### config.mk
export PLATFORM = sky130hd
export DESIGN_NAME = gray_counter_param
export DESIGN_NICKNAME = d
export VERILOG_FILES = /design/src/rtl/gray_counter_param.sv
export SDC_FILE = /design/constraint.sdc
export NUM_CORES = 1
export LEC_CHECK = 0
export ABC_AREA = 1
export CAP_MARGIN = 30
export CORE_AREA = 2 2 39 41
export DETAILED_ROUTE_END_ITERATION = 8
export DIE_AREA = 0 0 41 43
export PLACE_DENSITY_LB_ADDON = 0.15
export SETUP_SLACK_MARGIN = 0.4
export SYNTH_ARGS = -nofsm -noshare
export SYNTH_HDL_FRONTEND = slang
export SYNTH_SLANG_ARGS = --single-unit
export TNS_END_PERCENT = 50
### constraint.sdc
create_clock -name Clk -period 3.2 [get_ports Clk]
set_input_delay 0.8 -clock Clk [delete_from_list [all_inputs] [get_ports Clk]]
set_output_delay 0.8 -clock Clk [all_outputs]
set_load 0.01 [all_outputs]
### src/rtl/gray_counter_param.sv
// Parametrised Gray-code counter with up/down, parallel load, overflow flag and binary mirror.
// Macro GRAY_OVF_PULSE_EN: Overflow pulses for one cycle per wrap; undefined, it is sticky.
module gray_counter_param #(
  parameter int WIDTH = 3,
  parameter int INIT  = 0
) (
  input  logic             Clk,
  input  logic             Reset,
  input  logic             En,
  input  logic             Dir,
  input  logic             Load,
  input  logic [WIDTH-1:0] LoadVal,
  input  logic             Clr,
  output logic [WIDTH-1:0] Output,
  output logic [WIDTH-1:0] Count,
  output logic             Overflow
);

  localparam logic [WIDTH-1:0] INIT_BIN  = WIDTH'(INIT);
  localparam logic [WIDTH-1:0] INIT_GRAY = INIT_BIN ^ (INIT_BIN >> 1);
  localparam logic [WIDTH-1:0] MAX_BIN   = {WIDTH{1'b1}};

  logic [WIDTH-1:0] bin_q, bin_d;
  logic [WIDTH-1:0] gray_q, gray_d;
  logic             ovf_q, ovf_d;
  logic             wrap;

  always_comb begin
    bin_d = bin_q;
    wrap  = 1'b0;
    if (Load) begin
      bin_d = LoadVal;
    end else if (En) begin
      if (!Dir) begin
        bin_d = bin_q + 1'b1;
        wrap  = (bin_q == MAX_BIN);
      end else begin
        bin_d = bin_q - 1'b1;
        wrap  = (bin_q == '0);
      end
    end
    // Gray is derived from the next binary value so both registers move on the same edge.
    gray_d = bin_d ^ (bin_d >> 1);
  end

  // A wrap always wins over Clr so that no wrap is ever lost.
  always_comb begin
    ovf_d = ovf_q;
    if (wrap) begin
      ovf_d = 1'b1;
    end else if (Clr) begin
      ovf_d = 1'b0;
    end else begin
`ifdef GRAY_OVF_PULSE_EN
      ovf_d = 1'b0;
`else
      ovf_d = ovf_q;
`endif
    end
  end

  always_ff @(posedge Clk) begin
    if (!Reset) begin
      bin_q  <= INIT_BIN;
      gray_q <= INIT_GRAY;
      ovf_q  <= 1'b0;
    end else begin
      bin_q  <= bin_d;
      gray_q <= gray_d;
      ovf_q  <= ovf_d;
    end
  end

  assign Count    = bin_q;
  assign Output   = gray_q;
  assign Overflow = ovf_q;

endmodule

==> results of run 1 <==
-- final cells by class --
type                       instances  area (um2)
tap                               16        20.0
multi-input combinational         35         189
clock buffer                       3        22.5
inverter                          11        41.3
timing repair buffer              15         150
sequential                         6         120
fill                             166         841
-- cells by family (layout without fill, tap and decap cells) --
| kind of cell | count (synthesis) | in the layout |
|---|---|---|
| AOI/OAI and AO/OA | 6 | 6 |
| xor gates and xnor gates | 1 | 1 |
| adders and majority gates | 1 | 1 |
| buffers and inverters | 12 | 29 |
| DFF | 6 | 6 |
| and+or+nand+nor | 27 | 27 |
-- sequential cells by signal, summed over array words and instances, names as in the netlist --
name / cells
Count: 3
Output: 2
Overflow: 1
-- power groups by stage --
stage	logic (mW)	clock network [mW]	registers, mW
after floorplan	0.0320	0	0.0909
after global placement	0.0661	0	0.0882
after detailed placement	0.0669	0	0.0882
after CTS	0.0672	0.0718	0.0869
after global routing	0.0744	0.0787	0.0876
final	0.0661	0.0679	0.0866
-- metal layers --
| metal | wire, um | vias to the layer above |
|---|---|---|
| met2 | 364 | 10 |
| met1 | 372 | 158 |
| met4 | 9 | 0 |
| li1 | - | 203 |
| met5 | 0 | - |
| met3 | 52 | 2 |
-- through the flow --
stage	total power, mW	hold WS (ns)	area [um2]	instances
2_1_floorplan	0.123	0.487	358	53
3_3_place_gp	0.154	0.457	520	83
3_5_place_dp	0.155	0.463	520	83
4_1_cts	0.226	0.468	543	86
5_1_grt	0.241	0.489	543	86
6_report	0.221	0.459	543	86
-- cell usage after synthesis --
library cell	instances	area, um2
sky130_fd_sc_hd__a21oi_1	2	10.0
sky130_fd_sc_hd__buf_4	1	7.51
sky130_fd_sc_hd__clkinv_1	1	3.75
sky130_fd_sc_hd__dfxtp_1	6	120
sky130_fd_sc_hd__fa_1	1	20.0
sky130_fd_sc_hd__inv_1	8	30.0
sky130_fd_sc_hd__inv_2	2	7.51
sky130_fd_sc_hd__nand2_1	11	41.3
sky130_fd_sc_hd__nand2_2	2	12.5
sky130_fd_sc_hd__nand3_1	7	35.0
sky130_fd_sc_hd__nand4_1	2	12.5
sky130_fd_sc_hd__nor2_1	2	7.51
sky130_fd_sc_hd__nor2_2	1	6.26
sky130_fd_sc_hd__o21ai_1	2	10.0
sky130_fd_sc_hd__o22ai_1	2	12.5
sky130_fd_sc_hd__or2_0	1	6.26
sky130_fd_sc_hd__or2_2	1	6.26
sky130_fd_sc_hd__xnor2_1	1	8.76
-- final timing paths --
kind                  from         to  slack, ns  cells after the start
hold reg to reg   Overflow   Overflow       0.46                      2
setup reg to reg  Count[0]  Output[1]       1.63                     10
hold / removal    Overflow   Overflow       0.46                      2
setup / recovery       Dir  Output[1]       0.95                     11
-- worst register-to-register path, delay by kind of cell, from the launching register on --
family | cells | cell delay (ns)
fa+ha+maj | 1 | 0.46
simple gates | 6 | 0.38
flops | 1 | 0.39
buf+inv | 3 | 0.21
==> results.txt, run 1 <==
----------------------------------------------------
[Route]
  Post-detailed-route DRC marker count ... 0
  Final antenna-violating net count ... 0
  Vias ... 373
  WL final ... 799 um
  First-pass detailed-route iteration total ... 3
  WL/cell ... 9.29 um
  Routed vias/inst ... 4.34
  Initial drt markers ... 7

[Pwr]
  IR Drop Worst-Case VDD ... 0.000198 V
  Sequential power share ... 39.3%
  Clock network fraction of design power ... 30.8%
  Net switching component of the power ... 0.0612 mW
  Leak Pwr ... 0.239 nW
  Design internal power ... 0.159 mW
  Pwr/cell area ... 406 nW/um2
  Comb power frac ... 30.0%
  Net switching share of the total power ... 27.7%

[Critical path]
  Maximum fanout encountered on the critical timing path ... 3
  Maximum cell stage delay along the critical path ... 0.52 ns
  Crit path kind ... in -> reg
  Cell type of the slowest stage on the worst timing path ... sky130_fd_sc_hd__clkdlybuf4s50_1
  Required arrival time at the worst endpoint ... 3.33 ns
  Worst setup SP type ... input pin
  Family with the most delay on the worst path ... buffers and inverters
  Crit path capture type ... register
  Ordered cell list for the critical path ... clkdlybuf4s50_1 > inv_2 > fa_1 > inv_1 > nand2_1 > nand3_1 > nand2_2 > nand2_2 > clkinv_1 > nand3_1 > nand2_1
  Arrival time at the worst endpoint ... 2.38 ns
  Buf+Inv Stages, Crit Path ... 4

[Synthesis]
  Multiplexer fraction of the synthesized cell area ... 0%
  Adder-cell area share of the yosys netlist ... 5.59%
  Fraction of the mapped netlist area in compound gates ... 9.09%
  Library cells used by synthesis ... 18
  Mapped Area ... 358 um2
  Synthesized-area fraction occupied by and/or/nand/nor cells ... 35.7%
  Portion of the post-synthesis area used by sequential elements ... 33.6%
  Register bit count reported by yosys ... 6
  Syn Area/Cell ... 6.75 um2
  Main combinational cell family by area after synthesis ... simple AND/OR/NAND/NOR gates
  Cells after Synth ... 53
  Mapped Nets ... 63
  Yosys warnings ... 0
  Fraction of synthesized cell area in xor and xnor cells ... 2.45%

[STA]
  Fin crit period ... 2.25 ns
  Total negative slack ... 0 ns
  Setup-failing EPs final ... 0
  Setup Skew ... 0.00452 ns
  Measured slew at the worst slew-check pin ... 0.250 ns
  Achievable Freq ... 445 MHz
  Max-slew headroom ... 83.3%
  Fin. max-slew vios ... 0
  Hold violation count in the final report ... 0
  Setup repair after global routing missed its margin ... false
  Least setup slack across all paths after layout ... 0.951 ns
  Post-route clock period utilization ... 70.3%

[GRT]
  Remaining Overflow, GRT ... 0
  Total track usage ... 12.0%
  Pin count of the biggest net entering global routing ... 8
  Met1 demand-to-capacity share in global routing ... 15.3%
  Initial antenna violation count ... 0
  Number of global-route vias before repair ... 327
  GRT met3 Usage ... 5.24%
  Most congested layer reported by global routing ... met1
  First-pass GRT wire length ... 1360 um
  Met2 usage ... 14.7%

[Floorplanning]
  Core area ... 1380 um2
  Die area ... 1760 um2
  Starting density of the core ... 25.9%
  Top Ports ... 16
  Row cnt ... 14
  Die Span X ... 41 um
  Die Height ... 43 um

[CTS]
  Number of setup buffers added after CTS ... 0
  Clock Latency Late Sink ... 0.24 ns
  H-Tree Level Count ... 1
  Clock buffers created by TritonCTS ... 3
  Count of cells resized by post-cts repair ... 0
  Number of buffers between clock root and the deepest sink ... 2
  Clock tree from TritonCTS ... yes
  Clk slew on worst S/H paths ... 0.04 ns
  Number of sinks handled by clock tree synthesis ... 6
  Root cell of the clock tree ... sky130_fd_sc_hd__clkbuf_4
  Hold Buf Count CTS ... 0

[Hold path]
  Class of the worst hold path ... reg -> reg

[Cells and area]
  Leading cell type in the layout, fill and taps excluded ... sky130_fd_sc_hd__clkdlybuf4s50_1
  Top library cells by usage in the layout, fill and taps aside ... sky130_fd_sc_hd__clkdlybuf4s50_1 (15), sky130_fd_sc_hd__nand2_1 (11), sky130_fd_sc_hd__inv_1 (8), sky130_fd_sc_hd__nand3_1 (7), sky130_fd_sc_hd__dfxtp_1 (6)
  Core utilization of the finished layout ... 39.2%
  Layout overhead on the synthesized area ... 51.7%
  Share of layout cells above drive strength 1 ... 12.9%
  Number of nets in the layout ... 82
  Antenna cells ... 0

[Placement]
  Input/output buffers ... 15
  Place WS ... 0.694 ns
  DP HPWL ... 659 um
  RePlAce Congestion ... 0.670

[Run status]
  Outcome ... finished, final reports clean

[Flow run]
  Number of maximum-capacitance constraint violations ... 0

----------------------------------------------------
Note: power is estimated with default switching activity, not from simulation.
==> run 2: changes to the inputs <==
clock period = 2.2 ns   (was 3.2 ns; I/O delays follow)
==> run 2 against run 1 <==
  * First-iteration DRC count decreased by 71%
  * Sequential power is 45% higher
  * Hold slack gained 0.0061 ns
  * Clock power is 52% higher
  * Cell area up 3.0%
  * Largest cell class unchanged
  * Sequential share of layout area down 0.64 points
  * Non-clock buffer count grew 2
==> results.txt, run 2 (synthesis gave the netlist of run 1 again) <==
----------------------------------------------------
[CTS]
  Clock Latency Late Sink ... 0.25 ns
  Number of setup buffers added after CTS ... 0
  Clock buffers created by TritonCTS ... 3
  Clock tree from TritonCTS ... yes
  Clk slew on worst S/H paths ... 0.04 ns
  Number of buffers between clock root and the deepest sink ... 2
  Hold Buf Count CTS ... 0
  Root cell of the clock tree ... sky130_fd_sc_hd__clkbuf_4
  Number of sinks handled by clock tree synthesis ... 6
  H-Tree Level Count ... 1

[Critical path]
  Crit path capture type ... output pin
  FF-to-FF setup slack ... 0.65 ns
  Cell type of the slowest stage on the worst timing path ... sky130_fd_sc_hd__clkdlybuf4s50_1
  Worst setup SP type ... register
  Arrival time at the worst endpoint ... 1.21 ns
  Maximum fanout encountered on the critical timing path ... 6
  Crit path kind ... reg -> out
  Worst Reg-to-Reg Cells ... 10
  Buf+Inv Stages, Crit Path ... 1
  Levels on crit path ... 1
  Required arrival time at the worst endpoint ... 1.65 ns
  Ordered cell list for the critical path ... clkdlybuf4s50_1
  Family with the most delay on the worst path ... buffers and inverters
  Maximum cell stage delay along the critical path ... 0.56 ns

[Placement]
  Number of cells after detailed placement ... 85
  RePlAce Congestion ... 0.706
  Area of placed instances ... 536 um2
  DP HPWL ... 653 um
  Input/output buffers ... 15

[GRT]
  First-pass GRT wire length ... 1330 um
  Initial antenna violation count ... 0
  Number of global-route vias before repair ... 336
  Remaining Overflow, GRT ... 0
  Total track usage ... 11.8%
  Pin count of the biggest net entering global routing ... 8

[Floorplanning]
  Top Ports ... 16
  Core area ... 1380 um2
  Starting density of the core ... 25.9%
  Die Span X ... 41 um
  Row cnt ... 14
  Die Height ... 43 um
  Die area ... 1760 um2

[Run status]
  Outcome ... finished, final reports clean

[Hold path]
  Class of the worst hold path ... reg -> reg
  Hold Path Stages ... 2

[Pwr]
  Pwr/cell area ... 584 nW/um2
  IR Drop Worst-Case VDD ... 0.000215 V
  Leak Pwr ... 0.265 nW

[STA]
  Setup-failing EPs final ... 0
  Fin crit period ... 1.76 ns
  Setup repair after global routing missed its margin ... true
  Post-route clock period utilization ... 80.0%
  Max-slew headroom ... 85.2%
  Hold violation count in the final report ... 0
  Setup Skew ... 0.00286 ns
  Achievable Freq ... 568 MHz
  Total negative slack ... 0 ns
  Fin. max-slew vios ... 0
  Measured slew at the worst slew-check pin ... 0.220 ns

[Route]
  WL final ... 801 um
  Routed vias/inst ... 4.42
  Final antenna-violating net count ... 0
  Initial drt markers ... 2
  WL/cell ... 9.10 um
  First-pass detailed-route iteration total ... 4
  Vias ... 389
  Post-detailed-route DRC marker count ... 0

[Cells and area]
  Cell area after layout ... 559 um2
  Antenna cells ... 0
  Share of layout cells above drive strength 1 ... 15.3%
  Leading cell type in the layout, fill and taps excluded ... sky130_fd_sc_hd__clkdlybuf4s50_1
  Max reg flops ... 3
  Layout overhead on the synthesized area ... 56.3%
  Count of non-filler cells in the finished layout ... 88
  Top library cells by usage in the layout, fill and taps aside ... sky130_fd_sc_hd__clkdlybuf4s50_1 (13), sky130_fd_sc_hd__nand2_1 (11), sky130_fd_sc_hd__inv_1 (8), sky130_fd_sc_hd__nand3_1 (7), sky130_fd_sc_hd__dfxtp_1 (6)
  Number of nets in the layout ... 84

[Flow run]
  Number of maximum-capacitance constraint violations ... 0

----------------------------------------------------
## run 2: through the flow
step	hold WS, ns	total power, mW	util [%]	setup WS, ns
2_1_floorplan	0.487	0.179	-	0.613
5_1_grt	0.492	0.348	40.4	0.378
3_3_place_gp	0.458	0.227	38.7	0.00678
3_5_place_dp	0.472	0.227	38.7	0.0139
4_1_cts	0.477	0.330	40.2	0.427
6_report	0.465	0.327	40.4	0.440
## run 2: path summary, 6_finish.rpt
kind,start,endpoint
min,Overflow,Overflow
max reg2reg,Count[0],Output[1]
min reg2reg,Overflow,Overflow
max,Count[2],Output[2]
## run 2: cell type report
class	instances	area (um2)
sequential	6	120
inverter	11	41.3
clock buffer	3	22.5
tap	16	20.0
timing repair buffer	17	166
fill	161	825
multi-input combinational	35	189
## run 2: where the power goes
part / switching [mW] / internal, mW
clock: 0.0412 / 0.0618
combinational: 0.0453 / 0.0522
sequential: 0.00707 / 0.119
total: 0.0935 / 0.233
## run 2: routing by layer
layer	vias to the layer above	track usage, %	share of wire [%]
met4	0	10.0	2.9
met5	-	0	0
met2	13	15.3	43
li1	205	-	-
met3	5	5.24	7.6
met1	166	13.9	47
## run 2: timing repair
item                       in CTS  in global routing
gates cloned                    0                  0
hold endpoints to repair        0                  0
setup endpoints to repair       4                  3
gates resized for setup         1                  1
## run 2: worst reg2reg max path: cells and delay by family (launching register included)
kind | cells | cell delay [ns]
flops | 1 | 0.39
buf+inv | 3 | 0.23
simple gates | 6 | 0.37
fa+ha+maj | 1 | 0.46
